`config.mk`:
```
export PLATFORM = sky130hd
export DESIGN_NAME = addsub_serial
export DESIGN_NICKNAME = d
export VERILOG_FILES = /design/src/rtl/addsub_serial.sv
export SDC_FILE = /design/constraint.sdc
export NUM_CORES = 1
export LEC_CHECK = 0
export CAP_MARGIN = 10
export CORE_MARGIN = 1.5
export CORE_UTILIZATION = 37
export DETAILED_ROUTE_END_ITERATION = 8
export HOLD_SLACK_MARGIN = 0.08
export PLACE_DENSITY_LB_ADDON = 0.25
export SKIP_CTS_REPAIR_TIMING = 1
export SYNTH_ARGS = -nofsm -noshare
export SYNTH_HDL_FRONTEND = slang
export SYNTH_SLANG_ARGS = --single-unit
```
`constraint.sdc`:
```
create_clock -name clk -period 2.93 [get_ports clk]
set_input_delay 0.293 -clock clk [delete_from_list [all_inputs] [get_ports clk]]
set_output_delay 0.293 -clock clk [all_outputs]
set_load 0.01 [all_outputs]
```
`src/rtl/addsub_serial.sv`:
```
// addsub_serial: digit-serial WIDTH-bit adder/subtractor.
// Computes A+B+cin (sub=0) or num1-num2-cin (sub=1) DIGIT bits per clock
// through one DIGIT-wide ripple stage, with a start/busy/done handshake.
//
// Ports:
//   clk   - clock, rising edge
//   rst   - asynchronous active-high reset
//   start - request, sampled while not busy (IDLE or DONE)
//   sub   - 0 = add, 1 = subtract (latched with start)
//   num1  - operand A (latched with start)
//   num2  - operand B (latched with start)
//   cin   - carry-in (add) / borrow-in (sub) (latched with start)
//   busy  - operation in progress
//   done  - one-cycle pulse, results valid
//   out   - result, held until the next completed operation
//   cout  - carry out of bit WIDTH-1; in subtract mode 1 = no borrow
//   ovf   - two's-complement overflow
//   zero  - out == 0
module addsub_serial #(
  parameter int unsigned WIDTH = 16,
  parameter int unsigned DIGIT = 4
) (
  input  logic             clk,
  input  logic             rst,
  input  logic             start,
  input  logic             sub,
  input  logic [WIDTH-1:0] num1,
  input  logic [WIDTH-1:0] num2,
  input  logic             cin,
  output logic             busy,
  output logic             done,
  output logic [WIDTH-1:0] out,
  output logic             cout,
  output logic             ovf,
  output logic             zero
);

  localparam int unsigned N  = WIDTH / DIGIT;
  localparam int unsigned CW = (N > 1) ? $clog2(N) : 1;

  typedef enum logic [1:0] {
    S_IDLE,
    S_RUN,
    S_DONE
  } state_e;

  state_e           state_q;
  logic [WIDTH-1:0] a_q;
  logic [WIDTH-1:0] b_q;
  logic             carry_q;
  logic [WIDTH-1:0] res_q;
  logic [CW-1:0]    cnt_q;
  logic             busy_q;
  logic             done_q;
  logic [WIDTH-1:0] out_q;
  logic             cout_q;
  logic             ovf_q;
  logic             zero_q;

  logic [DIGIT:0]   dsum_d;
  logic             cmsb_d;
  logic [WIDTH-1:0] res_d;
  logic             last_d;

  always_comb begin
    dsum_d = {1'b0, a_q[DIGIT-1:0]} + {1'b0, b_q[DIGIT-1:0]} + {{DIGIT{1'b0}}, carry_q};
    // Carry into the top bit of this digit, recovered from its sum bit;
    // on the last digit this is the carry into bit WIDTH-1.
    cmsb_d = a_q[DIGIT-1] ^ b_q[DIGIT-1] ^ dsum_d[DIGIT-1];
    // New digit enters at the MSB end; after N shifts the result is aligned.
    res_d  = WIDTH'({dsum_d[DIGIT-1:0], res_q} >> DIGIT);
    last_d = (cnt_q == CW'(N - 1));
  end

  always_ff @(posedge clk or posedge rst) begin
    if (rst) begin
      state_q <= S_IDLE;
      a_q     <= '0;
      b_q     <= '0;
      carry_q <= 1'b0;
      res_q   <= '0;
      cnt_q   <= '0;
      busy_q  <= 1'b0;
      done_q  <= 1'b0;
      out_q   <= '0;
      cout_q  <= 1'b0;
      ovf_q   <= 1'b0;
      zero_q  <= 1'b0;
    end else begin
      case (state_q)
        S_IDLE, S_DONE: begin
          done_q <= 1'b0;
          if (start) begin
            // Subtract as A + ~B + ~borrow_in.
            a_q     <= num1;
            b_q     <= sub ? ~num2 : num2;
            carry_q <= sub ? ~cin : cin;
            res_q   <= '0;
            cnt_q   <= '0;
            busy_q  <= 1'b1;
            state_q <= S_RUN;
          end else begin
            busy_q  <= 1'b0;
            state_q <= S_IDLE;
          end
        end
        S_RUN: begin
          a_q     <= a_q >> DIGIT;
          b_q     <= b_q >> DIGIT;
          carry_q <= dsum_d[DIGIT];
          res_q   <= res_d;
          cnt_q   <= cnt_q + CW'(1);
          if (last_d) begin
            busy_q  <= 1'b0;
            done_q  <= 1'b1;
            out_q   <= res_d;
            cout_q  <= dsum_d[DIGIT];
            ovf_q   <= cmsb_d ^ dsum_d[DIGIT];
            zero_q  <= (res_d == '0);
            state_q <= S_DONE;
          end
        end
        default: begin
          busy_q  <= 1'b0;
          done_q  <= 1'b0;
          state_q <= S_IDLE;
        end
      endcase
    end
  end

  assign busy = busy_q;
  assign done = done_q;
  assign out  = out_q;
  assign cout = cout_q;
  assign ovf  = ovf_q;
  assign zero = zero_q;

endmodule

```
======== Yosys cells after proc, flatten, opt, wreduce, memory -nomap -nowiden ========
Cells that the tools add are included.
storage, ports and cells
  register bits ........................... 74
  bits of input ports ..................... 37
  word-level logic and storage cells ...... 51
cells by class
  add/sub/neg operators ................... 3
  equality and inequality tests ........... 5
  multiplexer cells ....................... 20
  bitwise logic cells ..................... 5
  reduce and logical (&&, ||, !) cells .... 6
operators with widths
  operator             count
  $pmux 16 s2          3
  $mux 16              4
  $logic_not 16->1     1
  $not 16->16          1
  $pmux 2 s2           2
  $mux 1               7
  $add 4x4->5          1
  $add 5x1->5          1
  $eq 2x2->1 const B   2
  $mux 2               2
  $ne 2x2->1 const B   2
  $pmux 1 s2           2
  $reduce_and 2->1     2
  $xor 1x1->1          3
  $add 2x1->2 const B  1
  $eq 2x1->1 const B   1
  $logic_not 2->1      1
  $reduce_bool 2->1    1
  $reduce_or 2->1      1
  $not 1->1            1

======== Longest topological paths before layout ========
  depth after elaboration ................. 4
  depth in mapped cells ................... 8
  mapped depth without buffers ............ 8

======== Worst setup path after synthesis ========
No wires, ideal clock.
  kind .................................... reg-to-reg
  from .................................... register a_q[0]
  to ...................................... register zero_q, in the netlist zero
  setup time .............................. 0.103 ns
  arrival time ............................ 1.823 ns
  required time ........................... 2.827 ns
  setup slack ............................. 1.004 ns
  cell stages (with the launch flop) ...... 8
  period minus slack after synthesis ...... 1.926 ns
  path through ............................ dfrtp_1 > inv_1 > fa_1 > inv_1 > fa_1 > nor4b_1 > nand4_1 > o41ai_2
on the way
  cells in the longest elaborated chain, start to end .. 3
RTL lines
  element                   RTL line  RTL
  start: declaration        48        logic [WIDTH-1:0] a_q;
  start signal: assignment  95        a_q <= num1;
  start signal: assignment  108       a_q <= a_q >> DIGIT;
  $add 4x4->5               66        dsum_d = {1'b0, a_q[DIGIT-1:0]} + {1'b0, b_q[DIGIT-1:0]} + {{DIGIT{1'b0}}, carry_q};
  $add 5x1->5               66
  named net dsum_d[1]       60        logic [DIGIT:0] dsum_d;
  $logic_not 16->1          119       zero_q <= (res_d == '0);
  end signal: assignment    119
  end: declaration          58        logic zero_q;
The timed path passes the listed nets, and every way through them passes these cells.
A chain may end at the register's enable or synchronous reset.

======== Worst setup path in the final report ========
Same ends and word-level chain as after synthesis.

==> out/results.tsv <==
stage	metric	value	unit
die	Die Ht	93.2	um
worst_setup_path	CP max stage cell	fa_1	
die	row count	32	
detailed_routing	drt drc	0	
detailed_routing	final wirelength	5.87	mm
pwr	VDD IR max	0.536	mV
pwr	Leak	1.74	nW
grt	wire length of the first global-routing pass	9.85	mm
logic_synthesis	Syn Nets	291	
worst_setup_path	Data required, critical path	3.17	ns
run	# Max-Cap Violations	0	
sta	Worst Skew	0.00808	ns
finish	footprint of the multi-input gates	0.00115	sq mm
finish	most frequent cells in the layout	dfrtp_1, clkdlybuf4s50_1, nand2_1	
grt	grt ovf	0	
clock_network	clock buffer depth	2	
finish	Layout area overhead	29.1	%
finish	commonest non-fill, non-tap cell in the layout	dfrtp_1	
worst_setup_path	worst stage delay on the critical path	0.46	ns
finish	fin cells	410	
detailed_routing	Antenna Violating Nets Remaining	0	
sta	Fin. Hold Viols	0	
worst_setup_path	worst-path fanout max	3	
die	Initial Util	0.385	
logic_synthesis	largest cells by area after synthesis	dfrtp_1, a22o_1, xnor2_1, mux2_1, a221o_1	
logic_synthesis	Seq/Total Area, Yosys	0.574	
finish	FILL cells	699	
place	GPL Wtd Cong	0.718	
detailed_routing	iteration count of the initial detailed-routing pass	4	
logic_synthesis	cell taking the most area after synthesis	dfrtp_1	
run_status	status	complete, no violations	
place	dpl cell area	0.00364	sq mm
worst_setup_path	type of origin of the critical path	register	
finish	share of cells above drive strength 1	0.0877	
worst_setup_path	Worst Setup End Kind	register	
worst_setup_path	Buf/Inv on CP	2	
pwr	PwrDens	1090	mW/mm^2
sta	final slew viol count	0	
clock_network	Num CTS Buffers	9	
grt	Global Route Usage Sum	0.148	
logic_synthesis	Mapped Cells	248	
logic_synthesis	number of flops mapped to enable cells by yosys	0	
place	Buffers on Ports	57	
worst_setup_path	critical path cell sequence	inv_1, fa_1, inv_1, fa_1, nor4b_1, nand4_1, o41ai_2	
die	Top Ports	58	
pwr	Pwr Total	4.24	mW
die	Die X	93.2	um
logic_synthesis	synth unique cells	33	
sta	setup_tns	0	ns
worst_setup_path	Arrival @ worst endpoint	2.38	ns
grt	largest net degree at the start of global routing	47	
sta	RSZ-0062 raised after global routing	false	
sta	fin crit share	0.728	
detailed_routing	total vias in the final route	2040	
finish	antenna cells	0	
clock_network	Worst-Skew Late Latency	0.34	ns
logic_synthesis	Synth Area per Inst	12.1	sq um
logic_synthesis	Top FF cell, synth	dfrtp_1	
clock_network	clock sink total	69	
detailed_routing	Iter 0 DRT Violations	62	
clock_network	Clock Root Buffer	clkbuf_8	
logic_synthesis	synth warn	0	
grt	vias in the first global route	1998	
place	DP HPWL	3.94	mm
sta	Max Freq	469	MHz
die	Core ar.	0.00781	sq mm
logic_synthesis	Post-synth ARST share	1.00	
finish	register area	0.00173	sq mm
worst_setup_path	crit path kind	register to register	
clock_network	Worst-path clk slew	0.07	ns
clock_network	H-tree Lvls	3	
die	die area	0.00868	sq mm
logic_synthesis	#FFs+latches synth	69	
clock_network	TritonCTS clock tree	done	
detailed_routing	vias per cell	4.98	
worst_hold_path	worst min path class	primary input to async pin	
finish	final cell area excluding filler cells	0.00388	sq mm
worst_setup_path	delay-heaviest family, CP	adder cells	
detailed_routing	average wire per cell in the routed design	14.3	um
finish	nets	346	
sta	slew margin rel.	0.326	
finish	final design utilization	0.497	
place	Post-Place Cells	394	
sta	Final Critical Period	2.13	ns
logic_synthesis	mapped cell area	0.00301	sq mm
grt	initial antenna violation count	0	
sta	Final setup viols	0	
sta	Slew @ Worst Pin	1.01	ns
logic_synthesis	top cell type's share of synthesized area	0.574	
synthesized netlist by cell type (4+ instances only):
cell and instances:
dfrtp_1 69, a22oi_1 12, mux2_1 12, nor2_1 13
a221o_1 13, nand2_1 33, buf_2 9, xor2_1 4
xnor2_1 16, a22o_1 16, o21ai_0 7, inv_1 7
ha_1 4, o21ai_1 4
final cells by class:
type,count,area share
Tap cell,102,0.0329
Timing Repair Buffer,60,0.156
Sequential cell,69,0.445
Multi-Input combinational cell,156,0.296
Inverter,7,0.00677
Clock buffer,10,0.0354
Clock inverter,6,0.0284
metrics by stage:
stage | hold slack [ns] | setup slack (ns)
after global placement | 0.461 | 0.871
after floorplan | 0.433 | 0.897
after global routing | 0.471 | 0.672
after CTS | 0.413 | 0.786
final | 0.381 | 0.797
after detailed placement | 0.463 | 0.808
report_power, final:
part / leakage [nW] / internal (mW) / switching (mW)
registers: 0.877 / 1.37 / 0.272
clock network: 0.119 / 0.587 / 0.357
logic: 0.746 / 0.814 / 0.837
cells by family (layout without fill, tap and decap cells):
group,after synthesis,after routing,share of synthesized area
compound gates,57,57,0.152
mux,15,15,0.0562
flops,69,69,0.574
buf+inv,23,83,0.0437
xor+xnor,20,20,0.0582
fa+ha+maj,6,6,0.0300
simple gates,58,58,0.0861
worst register-to-register path: stages, from the launching register on:
cell	delay (ns)
dfrtp_1	0.34
inv_1	0.07
fa_1	0.44
inv_1	0.08
fa_1	0.46
nor4b_1	0.27
nand4_1	0.17
o41ai_2	0.21
per-layer routing:
metal,wire [um],global-route usage,vias up
li1,-,-,992
met3,270,0.0325,10
met2,2620,0.213,51
met1,2880,0.207,987
met5,0,0,-
met4,97,0.0795,0
final timing paths:
| kind | start | cells after the start | end | slack [ns] |
|---|---|---|---|---|
| max | a_q[0]$_DFFE_PP0P_ | 7 | zero$_DFFE_PP0P_ | 0.80 |
| min | rst | 2 | b_q[12]$_DFFE_PP0P_ | 0.38 |
| max reg2reg | a_q[0]$_DFFE_PP0P_ | 7 | zero$_DFFE_PP0P_ | 0.80 |
| min reg2reg | a_q[8]$_DFFE_PP0P_ | 2 | a_q[8]$_DFFE_PP0P_ | 0.48 |
| max in group asynchronous | rst | 3 | out[10]$_DFFE_PP0P_ | 1.91 |
| min in group clk | a_q[8]$_DFFE_PP0P_ | 2 | a_q[8]$_DFFE_PP0P_ | 0.48 |
state kept, by name, indices dropped and copies added (netlist names):
name / cells
state_q: 2
carry_q: 1
zero: 1
cout: 1
cnt_q: 2
out: 16
b_q: 16
ovf: 1
res_q: 12
busy: 1
a_q: 16
Note: power is estimated with default switching activity, not from simulation.
